$ cat config.mk
export PLATFORM = sky130hd
export DESIGN_NAME = hi_lo_multiply_divide_unit_flat
export DESIGN_NICKNAME = d
export VERILOG_FILES = /design/src/rtl/hi_lo_multiply_divide_unit_pkg.sv /design/src/rtl/hi_lo_multiply_divide_unit_if.sv /design/src/rtl/hi_lo_sign_fixup.sv /design/src/rtl/hi_lo_multiply_divide_unit.sv /design/src/flat_wrapper.sv
export SDC_FILE = /design/constraint.sdc
export NUM_CORES = 1
export LEC_CHECK = 0
export ABC_AREA = 1
export CAP_MARGIN = 20
export CORE_AREA = 2 2 252 254
export DETAILED_ROUTE_END_ITERATION = 10
export DIE_AREA = 0 0 254 256
export GPL_ROUTABILITY_DRIVEN = 1
export HOLD_SLACK_MARGIN = 0.12
export PLACE_DENSITY = 0.54
export SLEW_MARGIN = 25
export SYNTH_ARGS = -nofsm -noshare
export SYNTH_HDL_FRONTEND = slang
export SYNTH_SLANG_ARGS = --single-unit
export TNS_END_PERCENT = 100
$ cat constraint.sdc
create_clock -name clk -period 8.8 [get_ports clk]
set_input_delay 1.32 -clock clk [delete_from_list [all_inputs] [get_ports clk]]
set_output_delay 1.32 -clock clk [all_outputs]
set_load 0.05 [all_outputs]
$ cat src/rtl/hi_lo_multiply_divide_unit_pkg.sv
// rtl/hi_lo_multiply_divide_unit_pkg.sv - shared funct codes, state enum and iteration count for HI/LO ops
package hi_lo_multiply_divide_unit_pkg;

    localparam logic [5:0] FUNCT_MTHI  = 6'h11;
    localparam logic [5:0] FUNCT_MTLO  = 6'h13;
    localparam logic [5:0] FUNCT_MULT  = 6'h18;
    localparam logic [5:0] FUNCT_MULTU = 6'h19;
    localparam logic [5:0] FUNCT_DIV   = 6'h1A;
    localparam logic [5:0] FUNCT_DIVU  = 6'h1B;

    localparam int ITERATIONS = 32;

    typedef enum logic [1:0] {
        IDLE = 2'd0,
        RUN  = 2'd1,
        FIX  = 2'd2
    } state_t;

    function automatic logic is_multi_cycle(input logic [5:0] funct);
        return (funct == FUNCT_MULT) || (funct == FUNCT_MULTU) ||
               (funct == FUNCT_DIV)  || (funct == FUNCT_DIVU);
    endfunction

endpackage

$ cat src/rtl/hi_lo_multiply_divide_unit_if.sv
// rtl/hi_lo_multiply_divide_unit_if.sv - execute-stage request and HI/LO result bundle
interface hi_lo_multiply_divide_unit_if;

    logic        start;
    logic [5:0]  funct;
    logic [31:0] src_a;
    logic [31:0] src_b;
    logic [31:0] hi;
    logic [31:0] lo;
    logic        busy;
    logic        done;

    modport master (
        output start, funct, src_a, src_b,
        input  hi, lo, busy, done
    );

    modport slave (
        input  start, funct, src_a, src_b,
        output hi, lo, busy, done
    );

endinterface

$ cat src/rtl/hi_lo_sign_fixup.sv
// rtl/hi_lo_sign_fixup.sv - combinational conditional two's-complement negate
module hi_lo_sign_fixup #(
    parameter int WIDTH = 32
) (
    input  logic [WIDTH-1:0] value,
    input  logic             negate,
    output logic [WIDTH-1:0] result
);

    assign result = negate ? -value : value;

endmodule

$ cat src/rtl/hi_lo_multiply_divide_unit.sv
// rtl/hi_lo_multiply_divide_unit.sv - iterative MULT/MULTU/DIV/DIVU engine owning HI and LO
module hi_lo_multiply_divide_unit
    import hi_lo_multiply_divide_unit_pkg::*;
(
    input  logic                          clk,
    input  logic                          reset,
    hi_lo_multiply_divide_unit_if.slave   bus
);

    state_t      state, state_next;
    logic [4:0]  count;
    logic [63:0] acc;
    logic [31:0] operand_b;
    logic [31:0] orig_a;
    logic        sign_a, sign_b, op_div, op_signed, b_zero;
    logic [31:0] hi_q, lo_q;
    logic        done_q;

    logic        accept_multi, accept_mthi, accept_mtlo;
    logic        req_signed;
    logic [31:0] mag_a, mag_b;
    logic [32:0] mul_sum, div_diff;
    logic [63:0] acc_step, product;
    logic [31:0] quotient, remainder;

    assign req_signed = (bus.funct == FUNCT_MULT) || (bus.funct == FUNCT_DIV);

    hi_lo_sign_fixup #(.WIDTH(32)) u_abs_a (.value(bus.src_a), .negate(req_signed & bus.src_a[31]), .result(mag_a));
    hi_lo_sign_fixup #(.WIDTH(32)) u_abs_b (.value(bus.src_b), .negate(req_signed & bus.src_b[31]), .result(mag_b));
    hi_lo_sign_fixup #(.WIDTH(64)) u_prod  (.value(acc),        .negate(op_signed & (sign_a ^ sign_b)), .result(product));
    hi_lo_sign_fixup #(.WIDTH(32)) u_quot  (.value(acc[31:0]),  .negate(op_signed & (sign_a ^ sign_b)), .result(quotient));
    hi_lo_sign_fixup #(.WIDTH(32)) u_rem   (.value(acc[63:32]), .negate(op_signed & sign_a),            .result(remainder));

    // Multiply: acc = {partial, multiplier} shifted right. Divide: acc = {remainder, quotient} shifted left.
    always_comb begin
        mul_sum  = {1'b0, acc[63:32]} + {1'b0, (acc[0] ? operand_b : 32'd0)};
        div_diff = acc[63:31] - {1'b0, operand_b};
        if (!op_div)
            acc_step = {mul_sum, acc[31:1]};
        else if (div_diff[32])
            acc_step = {acc[62:0], 1'b0};
        else
            acc_step = {div_diff[31:0], acc[30:0], 1'b1};
    end

    always_comb begin
        state_next   = state;
        accept_multi = 1'b0;
        accept_mthi  = 1'b0;
        accept_mtlo  = 1'b0;
        case (state)
            IDLE: begin
                if (bus.start) begin
                    accept_multi = is_multi_cycle(bus.funct);
                    accept_mthi  = (bus.funct == FUNCT_MTHI);
                    accept_mtlo  = (bus.funct == FUNCT_MTLO);
                    if (accept_multi)
                        state_next = RUN;
                end
            end
            RUN:     if (count == 5'(ITERATIONS - 1)) state_next = FIX;
            FIX:     state_next = IDLE;
            default: state_next = IDLE;
        endcase
    end

    always_ff @(posedge clk or posedge reset) begin
        if (reset) begin
            state     <= IDLE;
            count     <= 5'd0;
            acc       <= 64'd0;
            operand_b <= 32'd0;
            orig_a    <= 32'd0;
            sign_a    <= 1'b0;
            sign_b    <= 1'b0;
            op_div    <= 1'b0;
            op_signed <= 1'b0;
            b_zero    <= 1'b0;
            hi_q      <= 32'd0;
            lo_q      <= 32'd0;
            done_q    <= 1'b0;
        end else begin
            state  <= state_next;
            done_q <= (state == FIX);
            if (accept_multi) begin
                sign_a    <= bus.src_a[31];
                sign_b    <= bus.src_b[31];
                op_signed <= req_signed;
                op_div    <= (bus.funct == FUNCT_DIV) || (bus.funct == FUNCT_DIVU);
                b_zero    <= (bus.src_b == 32'd0);
                orig_a    <= bus.src_a;
                operand_b <= mag_b;
                acc       <= {32'd0, mag_a};
                count     <= 5'd0;
            end
            if (state == RUN) begin
                acc   <= acc_step;
                count <= count + 5'd1;
            end
            if (state == FIX) begin
                if (op_div && b_zero) begin
                    hi_q <= orig_a;
                    lo_q <= 32'hFFFF_FFFF;
                end else if (op_div) begin
                    hi_q <= remainder;
                    lo_q <= quotient;
                end else begin
                    {hi_q, lo_q} <= product;
                end
            end
            if (accept_mthi) hi_q <= bus.src_a;
            if (accept_mtlo) lo_q <= bus.src_a;
        end
    end

    assign bus.hi   = hi_q;
    assign bus.lo   = lo_q;
    assign bus.done = done_q;
    assign bus.busy = bus.start | (state != IDLE);

endmodule

$ cat src/flat_wrapper.sv
// flat-port wrapper written by rule: the top's interface ports become plain ports
module hi_lo_multiply_divide_unit_flat import hi_lo_multiply_divide_unit_pkg::*;
  (clk, reset, bus_start, bus_funct, bus_src_a, bus_src_b, bus_hi, bus_lo, bus_busy, bus_done);
  hi_lo_multiply_divide_unit_if bus_i ();
  input  logic clk;
  input  logic reset;
  input wire logic [$bits(bus_i.start)-1:0] bus_start;
  input wire logic [$bits(bus_i.funct)-1:0] bus_funct;
  input wire logic [$bits(bus_i.src_a)-1:0] bus_src_a;
  input wire logic [$bits(bus_i.src_b)-1:0] bus_src_b;
  output wire logic [$bits(bus_i.hi)-1:0] bus_hi;
  output wire logic [$bits(bus_i.lo)-1:0] bus_lo;
  output wire logic [$bits(bus_i.busy)-1:0] bus_busy;
  output wire logic [$bits(bus_i.done)-1:0] bus_done;
  assign bus_i.start = bus_start;
  assign bus_i.funct = bus_funct;
  assign bus_i.src_a = bus_src_a;
  assign bus_i.src_b = bus_src_b;
  assign bus_hi = bus_i.hi;
  assign bus_lo = bus_i.lo;
  assign bus_busy = bus_i.busy;
  assign bus_done = bus_i.done;
  hi_lo_multiply_divide_unit u_core (.clk(clk), .reset(reset), .bus(bus_i));
endmodule
# Word-level counts from Yosys, hierarchy flattened

Cells that the tools add are included.

Register bits after elaboration: 205
Output and inout bits: 66
Logic and storage cells: 82
Input port bits: 73

Bitwise operators: 6
Multiplexer cells: 30
Reductions and logical operators: 13
$add $sub $neg: 8
Equal/unequal tests: 12

Operators by type and width:

| cell                                                                  | number |
|---|---|
| 32-bit 2-to-1 mux                                                     | 13 |
| 64-bit 2-to-1 mux                                                     | 5 |
| 32-bit negation                                                       | 4 |
| 64-bit negation                                                       | 1 |
| 6-bit by 5-bit equality test with 1-bit output, second input constant | 6 |
| 32-bit by 32-bit adder with 33-bit output                             | 1 |
| 33-bit by 32-bit subtractor with 33-bit output                        | 1 |
| 32-bit zero test                                                      | 1 |
| 5-bit 2-to-1 mux                                                      | 2 |
| 2-bit nonzero test                                                    | 4 |
| 1-bit 2-to-1 mux                                                      | 6 |
| 2-bit 2-to-1 mux                                                      | 3 |
| 5-bit by 1-bit adder with 5-bit output, second input constant         | 1 |
| 5-bit equality test, second input constant                            | 1 |
| 1-bit logical OR                                                      | 5 |
| 1-bit bitwise AND                                                     | 4 |
| 2-bit by 1-bit != test with 1-bit output, second input constant       | 2 |
| 2-bit one-hot mux with 2 select lines                                 | 1 |
| 3-bit AND reduction                                                   | 1 |
| 2-bit by 1-bit equality test with 1-bit output, second input constant | 1 |
| 2-bit equality test, second input constant                            | 1 |
| 2-bit zero test                                                       | 1 |
| 2-bit != test, second input constant                                  | 1 |
| 1-bit logical AND                                                     | 1 |
| 2 further kinds                                                       | 2 |

# Logic depth before layout (Yosys ltp)

Depth after elaboration: 8
Mapped depth: 20
Depth with buffers taken out: 20

# Hierarchy

A second synthesis with hierarchy kept.

Cell total of the unflattened synthesis: 3640
Area total of the unflattened synthesis: 21543.2 sq um

By module, submodules not included:

| module                                 | area an instance (sq um) | seq. area each (sq um) | cells an instance | times used |
|---|---|---|---|---|
| hi_lo_multiply_divide_unit             | 14923.1                  | 5104.9                 | 2242              | 1 |
| hi_lo_sign_fixup at u_core.u_abs_a ... | 1052.3                   | 0.0                    | 225               | 4 |
| hi_lo_sign_fixup at u_core.u_prod      | 2411.1                   | 0.0                    | 498               | 1 |

# Least setup slack after synthesis

Ideal clock, no wire load.

Path kind: input to output
Start: input port bus_start
End: output port bus_busy
Buffers on the path: 0
Arrival time: 1835 ps
Data required time: 7480 ps
Stages on the path: 2
Slack: 5645 ps
Cells stage by stage: inv_1 > nand3_1

Word-level cells in the longest chain between the ends: 1

RTL lines:

| element     | RTL line                          | text |
|---|---|---|
| from (decl) | flat_wrapper.sv:7                 | `input wire logic [$bits(bus_i.start)-1:0] bus_start;` |
| 1-bit OR    | hi_lo_multiply_divide_unit.sv:119 | `assign bus.busy = bus.start \| (state != IDLE);` |
| to (decl)   | flat_wrapper.sv:13                | `output wire logic [$bits(bus_i.busy)-1:0] bus_busy;` |

Every way passes these cells.

# Worst setup path after layout

Same ends and word-level chain as after synthesis.

==> impl_metrics.env <==
export IMPL_status="finished, final reports clean"
export IMPL_nets=3308
export IMPL_worstPathArrival_ns=2.77
export IMPL_grt_pass1_wl_mm=117
export IMPL_synthToLayoutAreaGrowth_pct=16.6
export IMPL_routed_wl_mm=77.0
export IMPL_finalCritPeriodShare_pct=46.5
export IMPL_start_util_pct=29.6
export IMPL_track_usage_pct=23.4
export IMPL_grt_pass1_vias=19100
export IMPL_p_leak_nw=10.8
export IMPL_rsz0062_at_grt="false"
export IMPL_ant_nets=0
export IMPL_post_cts_buffers=0
export IMPL_clockBufferDepth=3
export IMPL_layout_drive_gt1_share_pct=3.52
export IMPL_synthCells=3077
export IMPL_end_kind="primary output"
export IMPL_hold_buffers=0
export IMPL_synth_avg_cell_area_um2=6.00
export IMPL_path_common_cell="clkdlybuf4s50_1"
export IMPL_final_common_cell="nand2_1"
export IMPL_routed_via_density=5.04
export IMPL_finalSetupViolations=0
export IMPL_synth_main_ff_cell="dfrtp_1"
export IMPL_rows=92
export IMPL_cts_root_buf="clkbuf_16"
export IMPL_io_buffers=138
export IMPL_path_buf_inv=3
export IMPL_drv_cap=0
export IMPL_cts_tree="built"
export IMPL_place_congestion=0.982
export IMPL_path_clk_slew_ns=0.06
export IMPL_fp_dieH_um=256
export IMPL_synth_seq_cells=204
export IMPL_hold_ws_ns=0.488
export IMPL_syn_cell_area_um2=18500
export IMPL_synth_top_area_share_pct=27.7
export IMPL_synth_warnings=0
export IMPL_grt_start_max_net_pins=100
export IMPL_tightestPinTransition_ns=1.07
export IMPL_synth_edf_count=0
export IMPL_final_max_slew_violation_count=0
export IMPL_critical_path_cell_chain="clkdlybuf4s50_1 -> inv_1 -> nand3_1 -> clkdlybuf4s50_1"
export IMPL_synth_largest_area_cell="dfrtp_1"
export IMPL_path_class="in2out"
export IMPL_relSlewSlack_pct=28.8
export IMPL_clock_latency_ns=0.60
export IMPL_route_detailed_drc=0
export IMPL_ios=139
export IMPL_async_flop_share_pct=100
export IMPL_cp_top_family="buffers and inverters"
export IMPL_synth_fp_nets=3222
export IMPL_post_drt_wl_per_cell_um=19.1
export IMPL_drt_iter0_drc=1982
export IMPL_hp_class="reg2reg"
export IMPL_powerDensity_nw_per_um2=357
export IMPL_peakVddDrop_v=0.000181
export IMPL_layout_common_cells="nand2_1, inv_1, nor2_1, nand3_1, o21ai_0"
export IMPL_synth_distinct_cells=50
export IMPL_final_hold_violation_count=0
export IMPL_hpwl_mm=60.0
export IMPL_crit_fanout=3
export IMPL_clock_sinks=204
export IMPL_fin_setup_tns_ns=0
export IMPL_period_needed_ns=4.09
export IMPL_yosysSeqAreaShare_pct=27.7
export IMPL_first_pass_iters=6
export IMPL_numCtsBuffers=28
export IMPL_fp_dieW_um=254
export IMPL_core_area_um2=62400
export IMPL_fill_cells=7063
export IMPL_max_stage_delay_ns=0.80
export IMPL_cts_resized_gates=0
export IMPL_yosys_top_cells_area="dfrtp_1, nand2_1, inv_1"
export IMPL_via_count=20300
export IMPL_antenna_found_initial=1
export IMPL_clock_skew_ns=0.0251
export IMPL_dieArea_um2=65000
export IMPL_crit_slowest_cell="clkdlybuf4s50_1"
export IMPL_grt_ovfl_total=0
export IMPL_worstPathRequired_ns=7.48
export IMPL_ctsHtreeMaxLevel=1
export IMPL_max_freq_mhz=244
export IMPL_cp_start_kind="input pin"
export IMPL_n_antenna_cell=0
## flip-flops by register name, summed over array words and instances (netlist names), 2 cells and up
signal,flops
u_core.acc,64
u_core.bus.hi,32
u_core.bus.lo,32
u_core.operand_b,32
u_core.orig_a,31
u_core.count,5
u_core.state,2
## power breakdown
part           internal (mW)  switching, mW  leakage, nW
registers               1.28          0.533         2.42
logic                   1.48           3.24         7.95
clock network          0.661          0.491        0.444
## cell usage after synthesis (2+ instances only)
master	instances
o31ai_1	2
nand4_1	25
o22ai_1	10
a21oi_1	195
a22o_1	2
xnor2_1	21
o221ai_1	11
nor4_1	4
nor3_2	3
buf_6	4
o21ai_0	233
a31oi_1	18
o21a_1	4
nand3_1	272
o21bai_1	15
inv_2	15
clkbuf_1	64
clkinv_1	2
ha_1	70
nor2_1	303
o211ai_1	7
nor3b_1	3
o21ai_2	2
fa_1	2
buf_1	2
a22oi_1	7
nand3b_1	11
nor3_1	29
nand2_1	942
nor2_4	3
nor2_2	7
o21ai_1	38
dfrtp_1	204
buf_4	2
buf_2	25
xor2_1	41
nand2_2	7
or2_2	5
a21o_1	8
inv_1	449
## tightest hold or removal path: stages, from the launching register on
cell	delay [ns]
dfrtp_1	0.34
nand2_1	0.05
o21ai_0	0.06
## metal layers
metal	track usage [%]	vias up	wire (µm)
met1	32.6	9310	34700
li1	-	10100	-
met4	7.47	2	2900
met3	2.63	131	5280
met2	37.5	809	34200
met5	0	-	13
## per-stage QoR
stage	setup slack (ns)	instance area, µm²	power, mW	std cells	util (%)
6_report	4.71	21500	7.69	4030	34.5
5_1_grt	4.67	21500	8.31	4030	34.5
4_1_cts	4.70	21500	7.65	4030	34.5
3_5_place_dp	4.57	20600	6.47	3979	33.0
3_3_place_gp	4.44	20600	6.48	3979	33.0
2_1_floorplan	1.91	18500	4.90	3077	-
## cell type report
| class | count | area, µm² | area share (%) |
|---|---|---|---|
| well taps | 846 | 1060 | 4.92 |
| multi-input cells | 2310 | 11200 | 52.0 |
| inverters | 466 | 1760 | 8.16 |
| flip-flops and latches | 204 | 5110 | 23.7 |
| clock inverters | 11 | 121 | 0.564 |
| clock buffers | 40 | 796 | 3.70 |
| repair buffers | 153 | 1490 | 6.94 |
## worst paths after layout
path | cells after the start | endpoint | slack, ns | from
max | 4 | bus_busy | 4.71 | bus_start
min | 2 | u_core.bus.lo[4]$_DFFE_PP0P_ | 0.49 | u_core.bus.lo[4]$_DFFE_PP0P_
max reg2reg | 18 | u_core.acc[61]$_DFFE_PP0P_ | 5.25 | u_core.acc[31]$_DFFE_PP0P_
min reg2reg | 2 | u_core.bus.lo[4]$_DFFE_PP0P_ | 0.49 | u_core.bus.lo[4]$_DFFE_PP0P_
max in group asynchronous | 3 | u_core.operand_b[18]$_DFFE_PP0P_ | 6.26 | reset
min in group asynchronous | 2 | u_core.orig_a[8]$_DFFE_PP0P_ | 1.21 | reset
## kinds of logic after synthesis
| group | Yosys count | synth area share, % |
|---|---|---|
| buffers and inverters | 563 | 11.8 |
| AO/OA/AOI/OAI | 556 | 16.3 |
| flip-flops | 204 | 27.7 |
| XOR/XNOR | 62 | 2.94 |
| adder cells (fa/ha/maj) | 72 | 4.96 |
| AND/OR/NAND/NOR | 1620 | 36.3 |
Power figures use the tool's default switching activity.
